===== src/rtl/react_timer_multi.sv =====
// Multi-player reaction timer.
//
// A start pulse arms a round. After a pseudo-random delay of 1000..3047 ms the led
// lights and a BCD millisecond counter runs. Each channel latches the counter on its
// first debounced press. Pressing before the led lights marks the channel as a false
// start. When the round ends, the fastest valid channel is reported.
//
// Parameters: N_CH (channels, 1..8), DIGITS (BCD digits), CLK_HZ (clock frequency),
//             DB_MS (debounce window, in ms).
// Ports:
//   clk, rst      system clock; asynchronous active-high reset
//   start         single-cycle pulse that starts a round (honoured in IDLE/DONE only)
//   btn[N_CH]     raw active-high buttons
//   led           go-stimulus lamp
//   busy / done   round in progress / round finished
//   times         per-channel BCD times, channel 0 in the LSBs
//   false_start   per-channel early-press flags
//   winner        index of the fastest valid channel
//   no_winner     no channel captured a valid time
// Optional macro: REACT_BLANK_EN shows leading zero digits as 4'hF.
module react_timer_multi #(
  parameter int unsigned N_CH   = 2,
  parameter int unsigned DIGITS = 4,
  parameter int unsigned CLK_HZ = 50000000,
  parameter int unsigned DB_MS  = 10
) (
  input  logic                     clk,
  input  logic                     rst,
  input  logic                     start,
  input  logic [N_CH-1:0]          btn,
  output logic                     led,
  output logic                     busy,
  output logic                     done,
  output logic [N_CH*DIGITS*4-1:0] times,
  output logic [N_CH-1:0]          false_start,
  output logic [2:0]               winner,
  output logic                     no_winner
);

  localparam int unsigned W         = DIGITS * 4;
  localparam logic [31:0] TickMax   = 32'(CLK_HZ / 1000 - 1);
  localparam logic [7:0]  DbMax     = 8'(DB_MS - 1);
  localparam logic [W-1:0] AllNines = {DIGITS{4'h9}};
  localparam logic [N_CH-1:0] AllCh = '1;

  typedef enum logic [1:0] {StIdle, StWait, StRun, StDone} state_e;

  // 1 ms tick
  logic [31:0] div_q;
  logic        tick;

  assign tick = (div_q == TickMax);

  always_ff @(posedge clk or posedge rst) begin
    if (rst) begin
      div_q <= '0;
    end else if (tick) begin
      div_q <= '0;
    end else begin
      div_q <= div_q + 32'd1;
    end
  end

  // Free-running Fibonacci LFSR, taps 16,14,13,11
  logic [15:0] lfsr_q;

  always_ff @(posedge clk or posedge rst) begin
    if (rst) begin
      lfsr_q <= 16'hACE1;
    end else begin
      lfsr_q <= {lfsr_q[14:0], lfsr_q[15] ^ lfsr_q[13] ^ lfsr_q[12] ^ lfsr_q[10]};
    end
  end

  // Synchroniser and debouncer per channel
  logic [N_CH-1:0] sync1_q, sync2_q, db_q, db_prev_q, press;
  logic [7:0]      db_cnt_q [N_CH];

  always_ff @(posedge clk or posedge rst) begin
    if (rst) begin
      sync1_q   <= '0;
      sync2_q   <= '0;
      db_q      <= '0;
      db_prev_q <= '0;
      for (int i = 0; i < N_CH; i++) db_cnt_q[i] <= '0;
    end else begin
      sync1_q   <= btn;
      sync2_q   <= sync1_q;
      db_prev_q <= db_q;
      for (int i = 0; i < N_CH; i++) begin
        // Any cycle back at the debounced level restarts the stability window.
        if (sync2_q[i] == db_q[i]) begin
          db_cnt_q[i] <= '0;
        end else if (tick) begin
          if (db_cnt_q[i] == DbMax) begin
            db_q[i]     <= sync2_q[i];
            db_cnt_q[i] <= '0;
          end else begin
            db_cnt_q[i] <= db_cnt_q[i] + 8'd1;
          end
        end
      end
    end
  end

  assign press = db_q & ~db_prev_q;

  function automatic logic [W-1:0] bcd_inc(input logic [W-1:0] v);
    logic [W-1:0] r;
    logic         c;
    r = v;
    c = 1'b1;
    for (int d = 0; d < DIGITS; d++) begin
      if (c) begin
        if (r[d*4 +: 4] == 4'd9) begin
          r[d*4 +: 4] = 4'd0;
        end else begin
          r[d*4 +: 4] = r[d*4 +: 4] + 4'd1;
          c = 1'b0;
        end
      end
    end
    return r;
  endfunction

  // Round state
  state_e          state_q;
  logic [11:0]     delay_q;
  logic [W-1:0]    cnt_q;
  logic [W-1:0]    slot_q [N_CH];
  logic [N_CH-1:0] cap_q;
  logic [N_CH-1:0] fs_q;

  // Next-cycle view of captures, used so the winner is ready on DONE entry
  logic [N_CH-1:0] cap_now, cap_nxt, fs_nxt;
  logic            sat;
  logic [W-1:0]    slot_nxt [N_CH];
  logic [2:0]      win_idx;
  logic            any_cap;
  logic [W-1:0]    best;

  always_comb begin
    cap_now = '0;
    if (state_q == StRun) cap_now = press & ~cap_q & ~fs_q;
    cap_nxt = cap_q | cap_now;
    sat     = (state_q == StRun) && tick && (cnt_q == AllNines);
    fs_nxt  = fs_q;
    if (state_q == StWait) fs_nxt = fs_q | press;
    for (int i = 0; i < N_CH; i++) begin
      slot_nxt[i] = slot_q[i];
      if (cap_now[i]) begin
        slot_nxt[i] = cnt_q;
      end else if (fs_nxt[i] || (sat && !cap_q[i])) begin
        slot_nxt[i] = AllNines;
      end
    end
    // Strict less-than keeps the lowest index on ties; BCD orders like binary.
    win_idx = '0;
    any_cap = 1'b0;
    best    = AllNines;
    for (int i = 0; i < N_CH; i++) begin
      if (cap_nxt[i] && (!any_cap || slot_nxt[i] < best)) begin
        any_cap = 1'b1;
        best    = slot_nxt[i];
        win_idx = 3'(i);
      end
    end
  end

  always_ff @(posedge clk or posedge rst) begin
    if (rst) begin
      state_q   <= StIdle;
      delay_q   <= '0;
      cnt_q     <= '0;
      cap_q     <= '0;
      fs_q      <= '0;
      led       <= 1'b0;
      busy      <= 1'b0;
      done      <= 1'b0;
      winner    <= '0;
      no_winner <= 1'b0;
      for (int i = 0; i < N_CH; i++) slot_q[i] <= '0;
    end else begin
      unique case (state_q)
        StIdle, StDone: begin
          if (start) begin
            for (int i = 0; i < N_CH; i++) slot_q[i] <= '0;
            cap_q     <= '0;
            fs_q      <= '0;
            winner    <= '0;
            no_winner <= 1'b0;
            delay_q   <= 12'd1000 + {1'b0, lfsr_q[10:0]};
            busy      <= 1'b1;
            done      <= 1'b0;
            led       <= 1'b0;
            state_q   <= StWait;
          end
        end
        StWait: begin
          fs_q <= fs_nxt;
          for (int i = 0; i < N_CH; i++) slot_q[i] <= slot_nxt[i];
          if (fs_nxt == AllCh) begin
            busy      <= 1'b0;
            done      <= 1'b1;
            winner    <= '0;
            no_winner <= 1'b1;
            state_q   <= StDone;
          end else if (tick) begin
            if (delay_q == 12'd1) begin
              led     <= 1'b1;
              cnt_q   <= '0;
              state_q <= StRun;
            end else begin
              delay_q <= delay_q - 12'd1;
            end
          end
        end
        StRun: begin
          cap_q <= cap_nxt;
          for (int i = 0; i < N_CH; i++) slot_q[i] <= slot_nxt[i];
          if (((cap_nxt | fs_q) == AllCh) || sat) begin
            led       <= 1'b0;
            busy      <= 1'b0;
            done      <= 1'b1;
            winner    <= win_idx;
            no_winner <= !any_cap;
            state_q   <= StDone;
          end else if (tick) begin
            cnt_q <= bcd_inc(cnt_q);
          end
        end
        default: state_q <= StIdle;
      endcase
    end
  end

  assign false_start = fs_q;

  // Display formatting
  logic [W-1:0] disp [N_CH];
`ifdef REACT_BLANK_EN
  logic lead;
`endif

  always_comb begin
    times = '0;
`ifdef REACT_BLANK_EN
    lead = 1'b1;
`endif
    for (int i = 0; i < N_CH; i++) begin
      disp[i] = slot_q[i];
`ifdef REACT_BLANK_EN
      lead = 1'b1;
      for (int d = DIGITS - 1; d >= 1; d--) begin
        if (lead && slot_q[i][d*4 +: 4] == 4'd0) begin
          disp[i][d*4 +: 4] = 4'hF;
        end else begin
          lead = 1'b0;
        end
      end
`endif
      times[i*W +: W] = disp[i];
    end
  end

endmodule

===== config.mk =====
export PLATFORM = sky130hd
export DESIGN_NAME = react_timer_multi
export DESIGN_NICKNAME = d
export VERILOG_FILES = /design/src/rtl/react_timer_multi.sv
export SDC_FILE = /design/constraint.sdc
export NUM_CORES = 1
export LEC_CHECK = 0
export ABC_CLOCK_PERIOD_IN_PS = 6700
export CAP_MARGIN = 20
export CORE_ASPECT_RATIO = 1.5
export CORE_MARGIN = 8
export CORE_UTILIZATION = 30
export CTS_CLUSTER_DIAMETER = 50
export DETAILED_ROUTE_END_ITERATION = 7
export GPL_ROUTABILITY_DRIVEN = 0
export GPL_TIMING_DRIVEN = 0
export PLACE_DENSITY = 0.5
export SYNTH_ARGS = -nofsm -noshare
export SYNTH_HDL_FRONTEND = slang
export SYNTH_SLANG_ARGS = --single-unit
export TNS_END_PERCENT = 10

===== constraint.sdc =====
create_clock -name clk -period 6.7 [get_ports clk]
set_clock_uncertainty 0.2 [all_clocks]
set_input_delay 1.675 -clock clk [delete_from_list [all_inputs] [get_ports clk]]
set_output_delay 1.675 -clock clk [all_outputs]
set_load 0.01 [all_outputs]

==> results.py <==
metrics = {
    "place": {
        "portBuffers": 42,
        "placed_cell_area_sq_um": 8480,
        "hpwl_mm": 15.7,
        "place_inst": 1146,
    },
    "critical_path": {
        "endpoint_kind": "flip-flop",
        "cp-start-kind": "flip-flop",
        "critPathArrivalTime_ns": 4.58,
        "ff2ff_setup_slack_ns": 2.26,
        "worst_ep_required_time_ns": 6.84,
        "critPathMaxFanout": 9,
        "timing_worst_setup_path_type": "reg2reg",
    },
    "power_and_ir_drop": {
        "seqPwrFrac": 0.360,
        "peakVddDrop_mv": 0.196,
        "p_int_uw": 1650,
        "p_switching_uw": 902,
        "clkPwrFrac": 0.385,
        "switching_share": 0.353,
        "power.density_nw_per_um2": 281,
        "leakage_uw": 0.00384,
        "p_comb_frac": 0.255,
    },
    "die": {
        "rows": 71,
        "coreArea_sq_um": 25100,
        "die-area_sq_um": 30800,
        "start_util": 0.304,
        "die_width_microns": 146,
        "die_h_microns": 211,
        "ios": 46,
    },
    "global_route": {
        "grt_antenna_before_repair": 1,
        "grt_pass1_vias": 6555,
        "grt_pass1_wl_mm": 35.6,
        "grt_max_degree": 85,
        "grt_use_total": 0.145,
        "grt.overflow.total": 0,
    },
    "detailed_routing": {
        "drt_wl_total_mm": 21.5,
        "drcViolationCount": 0,
        "dr.pass1.iters": 5,
        "vias": 6313,
        "avgRoutedWirePerCell_microns": 18.3,
        "drtAntennaViolNets": 0,
        "viasPerCell": 5.36,
        "drt-initial-drc-count": 343,
    },
    "final_layout": {
        "fin_cells": 1178,
        "diodes": 0,
        "final_nets": 875,
        "fill_cells": 2553,
        "fin_util": 0.363,
        "syn_to_final_growth_pct": 19.4,
        "final_common_cell": "dfrtp_1",
        "design_area_sq_um": 9090,
        "final_cell_mix": "135 x dfrtp_1, 62 x nor2_1, 55 x nand2_1, 47 x o21ai_0, 42 x clkdlybuf4s50_1",
        "final_layout_size_suffix_gt1_frac": 0.0694,
    },
    "sta": {
        "fin_crit_sh": 0.662,
        "hold_viol": 0,
        "finalSetupViolations": 0,
        "tightest_slew_ns": 0.976,
        "fin_crit_ns": 4.44,
        "fmax_mhz": 225,
        "setup_tns_ns": 0,
        "rsz0062_at_grt": "no",
        "timing.slew.headroom": 0.344,
        "hold_slack_ns": 0.150,
        "slew_violations": 0,
    },
    "outcome": {
        "outcome": "finished clean",
    },
    "clock_network": {
        "clockBufferDepth": 2,
        "cts_tree": "done",
        "post_cts_buffers": 0,
        "htreeDepth": 4,
        "clk_pin_slew_ns": 0.07,
        "insertion_delay_ns": 0.44,
        "ctsResizeCount": 0,
        "cts-root-buf": "clkbuf_16",
        "cts_buffers": 17,
        "cts_sinks": 143,
        "holdBufCountCts": 0,
    },
    "worst_hold_path": {
        "hp-class": "reg2reg",
    },
    "run": {
        "drv.max_cap_violation_count": 0,
    },
    "logic_synthesis": {
        "yosysSeqAreaShare": 0.472,
        "synth_cells": 773,
        "avgSynthCellArea_sq_um": 9.84,
        "synth.distinct_cells": 64,
        "ys_ff_latch": 143,
        "async_flop_share": 1.00,
        "syn_area_sq_um": 7610,
        "yosysWarnings": 0,
        "synth_ff_type": "dfrtp_1",
        "synth_edf_count": 0,
    },
}
## area by class of cell
class	count	area (sq um)	area share
well taps	328	410	0.0452
repair buffers	44	453	0.0498
multi-input cells	572	3800	0.418
plain buffers	31	124	0.0136
clock buffers	18	439	0.0483
inverters	28	110	0.0121
flip-flops and latches	143	3590	0.395
clock inverters	14	168	0.0184
## layer usage
layer / global-route usage / routed length (microns) / part of all wire
met4: 0.0631 / 534 / 0.025
met5: 0 / 13 / 0.00060
met3: 0.0311 / 801 / 0.037
met1: 0.156 / 8850 / 0.41
met2: 0.266 / 11300 / 0.53
## synthesized netlist by cell type (3+ instances only)
| cell type | instances | area [sq um] |
|---|---|---|
| or3_1 | 5 | 31.3 |
| o31ai_1 | 10 | 75.1 |
| o22ai_1 | 19 | 119 |
| nand2b_1 | 7 | 43.8 |
| inv_1 | 27 | 101 |
| mux2i_1 | 8 | 80.1 |
| nand2_1 | 55 | 206 |
| o41ai_1 | 7 | 61.3 |
| dfrtp_1 | 135 | 3380 |
| and3_1 | 14 | 87.6 |
| mux2_2 | 3 | 33.8 |
| a211oi_1 | 5 | 37.5 |
| nand4b_1 | 3 | 26.3 |
| nor4b_1 | 3 | 26.3 |
| a21oi_1 | 20 | 100 |
| xor2_1 | 17 | 149 |
| a22o_1 | 31 | 272 |
| nor3b_1 | 5 | 37.5 |
| nand4_1 | 17 | 106 |
| nand3_1 | 40 | 200 |
| nor3_1 | 20 | 100 |
| dfstp_2 | 8 | 210 |
| a22oi_1 | 10 | 75.1 |
| xnor2_1 | 28 | 245 |
| o22a_1 | 6 | 52.6 |
| clkbuf_1 | 28 | 105 |
| o21ai_0 | 47 | 235 |
| or4_1 | 4 | 30.0 |
| nand3b_1 | 8 | 60.1 |
| and2_1 | 6 | 37.5 |
| nor2b_1 | 7 | 43.8 |
| and4_1 | 9 | 78.8 |
| nor2_1 | 62 | 233 |
| o211ai_1 | 6 | 45.0 |
| ha_1 | 33 | 413 |
| nor4_1 | 25 | 156 |
## power groups by stage
| stage | logic (uW) | registers (uW) | clock network [uW] |
|---|---|---|---|
| detailed placement | 653 | 934 | 0 |
| global route | 716 | 923 | 1040 |
| CTS | 655 | 919 | 1010 |
| global placement | 650 | 933 | 0 |
| floorplan | 423 | 931 | 0 |
| finish | 651 | 919 | 982 |
## flip-flops by register name (all words and copies together) (netlist names), 12 cells and up
name and count:
cnt_q 16, db_cnt_q 16, delay_q 12, div_q 32, lfsr_q 16, times 32
## per-stage QoR
| stage | setup slack, ns | total power [uW] |
|---|---|---|
| after floorplan | 1.00 | 1350 |
| after global placement | -1.35 | 1580 |
| after detailed placement | 2.28 | 1590 |
| after CTS | 2.26 | 2580 |
| after global routing | 2.02 | 2680 |
| final | 2.26 | 2550 |
## worst max-delay path, stage by stage (launching register included)
cell and delay [ns]:
dfrtp_1 0.38, inv_1 0.08, ha_1 0.15, clkbuf_1 0.31, nand4b_1 0.16, or4_1 0.56
nor4_1 0.40, or2_2 0.19, clkbuf_1 0.40, nor2_1 0.08, nor2_1 0.11, ha_1 0.28
a21oi_1 0.20, o221ai_1 0.18, a21oi_1 0.30, o21ai_0 0.14, o31ai_1 0.23
## cell families (layout without fill, tap and decap cells)
logic type,after synthesis,after routing,synth area share
compound gates,181,181,0.164
simple gates,299,299,0.211
buf+inv,59,135,0.0301
fa+ha+maj,33,33,0.0543
mux,12,12,0.0169
other cells,1,2,0.000493
flops,143,143,0.472
xor+xnor,45,45,0.0518
## final timing paths
check | start | endpoint | cells after the start
setup / recovery | state_q[0]$_DFFE_PP0P_ | winner[0]$_DFFE_PP0P_ | 16
hold / removal | sync1_q[1]$_DFF_PP0_ | sync2_q[1]$_DFF_PP0_ | 0
setup reg to reg | state_q[0]$_DFFE_PP0P_ | winner[0]$_DFFE_PP0P_ | 16
hold reg to reg | sync1_q[1]$_DFF_PP0_ | sync2_q[1]$_DFF_PP0_ | 0
max in group asynchronous | rst | lfsr_q[5]$_DFF_PP1_ | 3
min in group asynchronous | rst | cnt_q[1]$_DFFE_PP0P_ | 2
Power figures use the tool's default switching activity.
